===== src/rtl/decode_issue.sv =====
// Decode/issue stage ahead of the 16x32 register file: one-entry decode buffer,
// 16-bit scoreboard, regfile read-port drive and execute payload register.
// Optional macro WB_BYPASS_EN lets a writeback in the current cycle unblock a dependent issue.
module decode_issue #(
  parameter int OPW        = 4,
  parameter int IMMW       = 16,
  parameter int WE_LAST_OP = 11,
  parameter int NOP_OP     = 15
) (
  input  logic            clk,
  input  logic            rst,
  input  logic            in_valid,
  output logic            in_ready,
  input  logic [31:0]     in_instr,
  output logic            rd_allow,
  output logic [3:0]      Rs1,
  output logic [3:0]      Rs2,
  output logic            ex_valid,
  input  logic            ex_ready,
  output logic [OPW-1:0]  ex_op,
  output logic [3:0]      ex_rd,
  output logic            ex_we,
  output logic [IMMW-1:0] ex_imm,
  input  logic            wb_valid,
  input  logic [3:0]      wb_rd
);

  function automatic logic hazard_f(
    input logic [15:0] pend,
    input logic [3:0]  rs1,
    input logic [3:0]  rs2,
    input logic [3:0]  rd,
    input logic        we,
    input logic        nop
  );
    return !nop && (pend[rs1] || pend[rs2] || (we && pend[rd]));
  endfunction

  logic            r_vld_p0;
  logic [31:0]     r_instr_p0;
  logic            r_vld_p1;
  logic [OPW-1:0]  r_op_p1;
  logic [3:0]      r_rd_p1;
  logic            r_we_p1;
  logic [IMMW-1:0] r_imm_p1;
  logic [3:0]      r_rs1_p1;
  logic [3:0]      r_rs2_p1;
  logic [15:0]     r_pending;

  logic [OPW-1:0]  w_op;
  logic [3:0]      w_rd;
  logic [3:0]      w_rs1;
  logic [3:0]      w_rs2;
  logic [IMMW-1:0] w_imm;
  logic            w_is_nop;
  logic            w_we;
  logic [3:0]      w_src1;
  logic [3:0]      w_src2;
  logic [15:0]     w_wb_mask;
  logic [15:0]     w_eff_pending;
  logic            w_hazard;
  logic            w_hold;
  logic            w_issue;
  logic            w_load;
  logic [15:0]     w_pending_nxt;

  // p0: decode-buffer field extraction
  assign w_op     = r_instr_p0[31 -: OPW];
  assign w_rd     = r_instr_p0[27:24];
  assign w_rs1    = r_instr_p0[23:20];
  assign w_rs2    = r_instr_p0[19:16];
  assign w_imm    = r_instr_p0[IMMW-1:0];
  assign w_is_nop = (w_op == OPW'(NOP_OP));
  assign w_we     = (w_op <= OPW'(WE_LAST_OP));
  // A NOP reads r0/r0 so the regfile access is harmless.
  assign w_src1   = w_is_nop ? 4'd0 : w_rs1;
  assign w_src2   = w_is_nop ? 4'd0 : w_rs2;

  assign w_wb_mask = wb_valid ? (16'h1 << wb_rd) : 16'h0;
`ifdef WB_BYPASS_EN
  // Regfile writes on negedge, so the posedge read already sees the retiring value.
  assign w_eff_pending = r_pending & ~w_wb_mask;
`else
  assign w_eff_pending = r_pending;
`endif

  assign w_hazard = hazard_f(w_eff_pending, w_rs1, w_rs2, w_rd, w_we, w_is_nop);
  assign w_hold   = r_vld_p1 && !ex_ready;
  assign w_issue  = r_vld_p0 && !w_hazard && !w_hold;
  assign in_ready = !rst && (!r_vld_p0 || w_issue);
  assign w_load   = in_valid && in_ready;

  // While execute holds, re-read its sources so D1/D2 stay stable.
  always_comb begin
    rd_allow = 1'b0;
    Rs1      = 4'd0;
    Rs2      = 4'd0;
    if (w_issue) begin
      rd_allow = 1'b1;
      Rs1      = w_src1;
      Rs2      = w_src2;
    end else if (w_hold) begin
      rd_allow = 1'b1;
      Rs1      = r_rs1_p1;
      Rs2      = r_rs2_p1;
    end
  end

  // Set is applied after clear so a same-edge issue to wb_rd keeps the bit.
  always_comb begin
    w_pending_nxt = r_pending & ~w_wb_mask;
    if (w_issue && w_we) begin
      w_pending_nxt[w_rd] = 1'b1;
    end
  end

  always_ff @(posedge clk or posedge rst) begin
    if (rst) begin
      r_vld_p0 <= 1'b0;
    end else if (w_load) begin
      r_vld_p0 <= 1'b1;
    end else if (w_issue) begin
      r_vld_p0 <= 1'b0;
    end
  end

  always_ff @(posedge clk) begin
    if (w_load) begin
      r_instr_p0 <= in_instr;
    end
  end

  // p0 -> p1: issue into the execute register, aligned with the regfile read
  always_ff @(posedge clk or posedge rst) begin
    if (rst) begin
      r_vld_p1 <= 1'b0;
      r_op_p1  <= '0;
      r_rd_p1  <= 4'd0;
      r_we_p1  <= 1'b0;
      r_imm_p1 <= '0;
      r_rs1_p1 <= 4'd0;
      r_rs2_p1 <= 4'd0;
    end else if (w_issue) begin
      r_vld_p1 <= 1'b1;
      r_op_p1  <= w_op;
      r_rd_p1  <= w_rd;
      r_we_p1  <= w_we;
      r_imm_p1 <= w_imm;
      r_rs1_p1 <= w_src1;
      r_rs2_p1 <= w_src2;
    end else if (r_vld_p1 && ex_ready) begin
      r_vld_p1 <= 1'b0;
    end
  end

  always_ff @(posedge clk or posedge rst) begin
    if (rst) begin
      r_pending <= 16'h0;
    end else begin
      r_pending <= w_pending_nxt;
    end
  end

  assign ex_valid = r_vld_p1;
  assign ex_op    = r_op_p1;
  assign ex_rd    = r_rd_p1;
  assign ex_we    = r_we_p1;
  assign ex_imm   = r_imm_p1;

endmodule


===== config.mk =====
export PLATFORM = sky130hd
export DESIGN_NAME = decode_issue
export DESIGN_NICKNAME = d
export VERILOG_FILES = /design/src/rtl/decode_issue.sv
export SDC_FILE = /design/constraint.sdc
export NUM_CORES = 1
export LEC_CHECK = 0
export CAP_MARGIN = 5
export CELL_PAD_IN_SITES_DETAIL_PLACEMENT = 0
export CELL_PAD_IN_SITES_GLOBAL_PLACEMENT = 1
export CORE_ASPECT_RATIO = 0.7
export CORE_MARGIN = 3
export CORE_UTILIZATION = 30
export CTS_CLUSTER_SIZE = 28
export DETAILED_ROUTE_END_ITERATION = 8
export GPL_ROUTABILITY_DRIVEN = 0
export PLACE_DENSITY_LB_ADDON = 0.1
export SETUP_SLACK_MARGIN = 0.15
export SYNTH_ARGS = -nofsm -noshare
export SYNTH_HDL_FRONTEND = slang
export SYNTH_SLANG_ARGS = --single-unit

===== constraint.sdc =====
create_clock -name clk -period 3.4 [get_ports clk]
set_input_delay 0.68 -clock clk [delete_from_list [all_inputs] [get_ports clk]]
set_output_delay 0.68 -clock clk [all_outputs]
set_load 0.01 [all_outputs]

==> key figures <==
Outcome
  • Run status: finished clean

Clock tree
  • Htree depth: 3
  • CTS tree: built
  • Max clock buf depth: 2
  • Clock Pin Slew Worst Setup and Hold Paths: 60 ps
  • Clock sinks: 83
  • Hold Buf Count CTS: 0
  • Worst-Skew Late Latency: 340 ps
  • TritonCTS Buffers: 9
  • Root buf cell: clkbuf_16

Final layout
  • FF+latch area: 2240 um^2
  • Footprint of the multi-input gates: 2090 um^2
  • Commonest non-fill, non-tap cell in the layout: clkdlybuf4s50_1
  • Layout Nets: 540
  • Fin util: 41.3%
  • Non-Filler Instances: 694
  • Share of post-route cells with drive strength above 1: 19.2%
  • P&R area growth vs syn: 32.0%
  • Final Cell Area: 5860 um^2
  • Diodes inserted: 0
  • Fill count: 1377
  • Most frequent cells in the layout: clkdlybuf4s50_1 (66), dfrtp_1 (51), nand2_1 (45)

Route
  • Final ANT Viol Nets: 0
  • DRC: 0
  • First-pass DRT Iterations: 7
  • 1st-iter DRT viols: 365
  • Detailed Route WL: 14000 um
  • Wire per inst: 20.2 um
  • Vias: 3896
  • Vias per std cell: 5.61

Worst setup path
  • Kind of critical path: flop to primary output
  • Element type at the critical path end: primary output
  • Worst EP required: 2720 ps
  • Slowest cell on the critical path: mux4_2
  • Worst setup SP type: flop
  • Crit Path Max Fanout: 6
  • Critical Path Max Stage Delay: 550 ps
  • CP arrival: 2630 ps
  • Critical-path cell list: mux4_2 > mux2_4 > a22o_4 > or4_4 > o21ai_2 > buf_2

STA
  • Max-slew violations: 0
  • Post-route setup slack: 88.9 ps
  • Unrepaired setup endpoints after global routing: true
  • Rel. slew slack: 20.4%
  • Fin Setup TNS: 0 ps
  • Fin crit period: 3310 ps
  • Final Setup Violations: 0
  • Setup Skew: 10.2 ps
  • Fmax achieved: 302 MHz
  • Worst Tran Pin Value: 1190 ps
  • Hold Violations, Final: 0
  • Tcrit/Tclk final: 97.4%

Synth
  • Sequential fraction of the synthesis area: 50.4%
  • Post-synthesis cell area: 4440 um^2
  • Most used DFF post-synth: dfrtp_1
  • Asr flop ratio synth: 61.4%
  • Largest family of logic cells by synthesized area: simple AND/OR/NAND/NOR gates
  • Flops & latches, synth: 83
  • Yosys warns: 0
  • Main area contributors after synthesis: dfrtp_1 (29%), edfxtp_1 (22%), or4_1 (5.7%), o21ai_0 (5.6%), mux4_2 (5.6%)
  • Synth Area in Adders: 0%
  • Synth area leader: dfrtp_1
  • Syn Nets: 460
  • Number of synthesized flops with an enable pin: 32
  • Simple-gate share of the synthesized area: 19.1%
  • Synth Area in Compound Gates: 17.4%
  • Xor and xnor area share after synthesis: 0%
  • Post-Synthesis Cells: 419
  • Post-synthesis mux area share: 8.03%
  • Mean area per synthesized cell: 10.6 um^2
  • Yosys cell types: 37
  • Yosys top cell area share: 28.7%

Pwr
  • Worst VDD drop: 478 uV
  • Leakage: 2.20 nW
  • P per Cell Area: 935 nW/um^2

Run
  • MaxCap Viol Count: 0

Die
  • DIE AREA: 16300 um^2
  • Top-Level Pins: 77
  • FP Rows: 36
  • Chip height: 108 um
  • Core area: 14200 um^2
  • Die width: 151 um
  • Initial Util: 31.3%

Placement
  • Placed Instances: 667
  • DP HPWL: 8700 um
  • Worst slack, placed: -107 ps
  • Placed Area: 5480 um^2
  • Input/output buffers: 76

Global route
  • Largest net degree at the start of global routing: 57
  • First-pass GRT wire length: 21600 um
  • Initial antenna violation count: 0
  • Vias in the first global route: 3688
  • Gr usage total: 17.4%
  • Gr ovfl total: 0

Worst hold path
  • Worst Hold Class: flop to flop
per-layer routing:
layer / routed length, um / vias to the layer above / share of wire (%) / GRT usage, %
met3: 883 / 14 / 6.3 / 4.04
met4: 195 / 0 / 1.4 / 4.59
met2: 5910 / 129 / 42 / 23.2
met5: 0 / - / 0 / 0
li1: - / 1791 / - / -
met1: 7030 / 1962 / 50 / 27.8
critical path, delay by kind of cell, from the launching register on:
family	cells	cell delay (ps)
buffers and inverters	1	140
and+or+nand+nor	1	440
AOI/OAI and AO/OA	2	350
DFF	1	500
muxes	2	860
flip-flops by register name, summed over array words and instances (netlist names):
name        count
ex_imm         16
ex_we           1
ex_rd           4
ex_op           4
r_pending      16
r_rs2_p1        4
r_instr_p0     32
ex_valid        1
r_rs1_p1        4
r_vld_p0        1
report_power, final:
part / total [W] / internal (W) / switching [W]
Clock: 0.000891 / 0.000489 / 0.000402
Combinational: 0.00282 / 0.00139 / 0.00143
Sequential: 0.00177 / 0.00143 / 0.000337
Total: 0.00548 / 0.00331 / 0.00217
logic make-up (layout without fill, tap and decap cells):
| logic type | count (synthesis) | after routing |
|---|---|---|
| AOI/OAI and AO/OA | 114 | 115 |
| buffers and inverters | 51 | 135 |
| DFF | 83 | 83 |
| muxes | 20 | 20 |
| and+or+nand+nor | 151 | 151 |
area by class of cell:
class	count	share of cell area, %
Timing Repair Buffer	110	17.1
Multi-Input combinational cell	286	35.6
Sequential cell	83	38.2
Tap cell	190	4.05
Clock inverter	6	0.576
Inverter	9	0.576
Clock buffer	10	3.91
through the flow:
| stage | hold WS, ps | power [W] |
|---|---|---|
| after floorplan | 490 | 0.00334 |
| after global placement | 501 | 0.00442 |
| after detailed placement | 510 | 0.00446 |
| after CTS | 524 | 0.00546 |
| after global routing | 539 | 0.00587 |
| final | 526 | 0.00548 |
what timing repair did:
action,in CTS,in global routing
gates cloned,1,0
setup buffers,8,2
endpoints found under the setup margin,10,10
pin swaps,11,1
resized for setup,64,6
cell usage after synthesis (3+ instances only):
library cell and count:
a222oi_1 20, inv_1 9, edfxtp_1 32, buf_6 4, nand2_1 45, o311ai_1 6, a221oi_1 4, buf_2 5
nor2_1 3, or4_1 34, o21ai_1 16, mux4_2 11, nand3b_1 5, clkbuf_1 32, and2_1 26, o21ai_0 50
dfrtp_1 51, mux2i_1 6, nand2b_1 3, nand3_1 26, o211ai_1 8
worst paths after layout:
path | from | endpoint | slack (ps) | cells past startpoint
min in group asynchronous | rst | ex_valid | 900 | 3
max in group asynchronous | rst | r_pending[1] | 2010 | 3
min reg2reg | r_instr_p0[0] | ex_imm[0] | 530 | 2
max | r_instr_p0[27] | Rs2[0] | 90 | 6
max reg2reg | r_instr_p0[27] | r_pending[0] | 370 | 8
min | r_instr_p0[0] | ex_imm[0] | 530 | 2
Power figures use the tool's default switching activity.
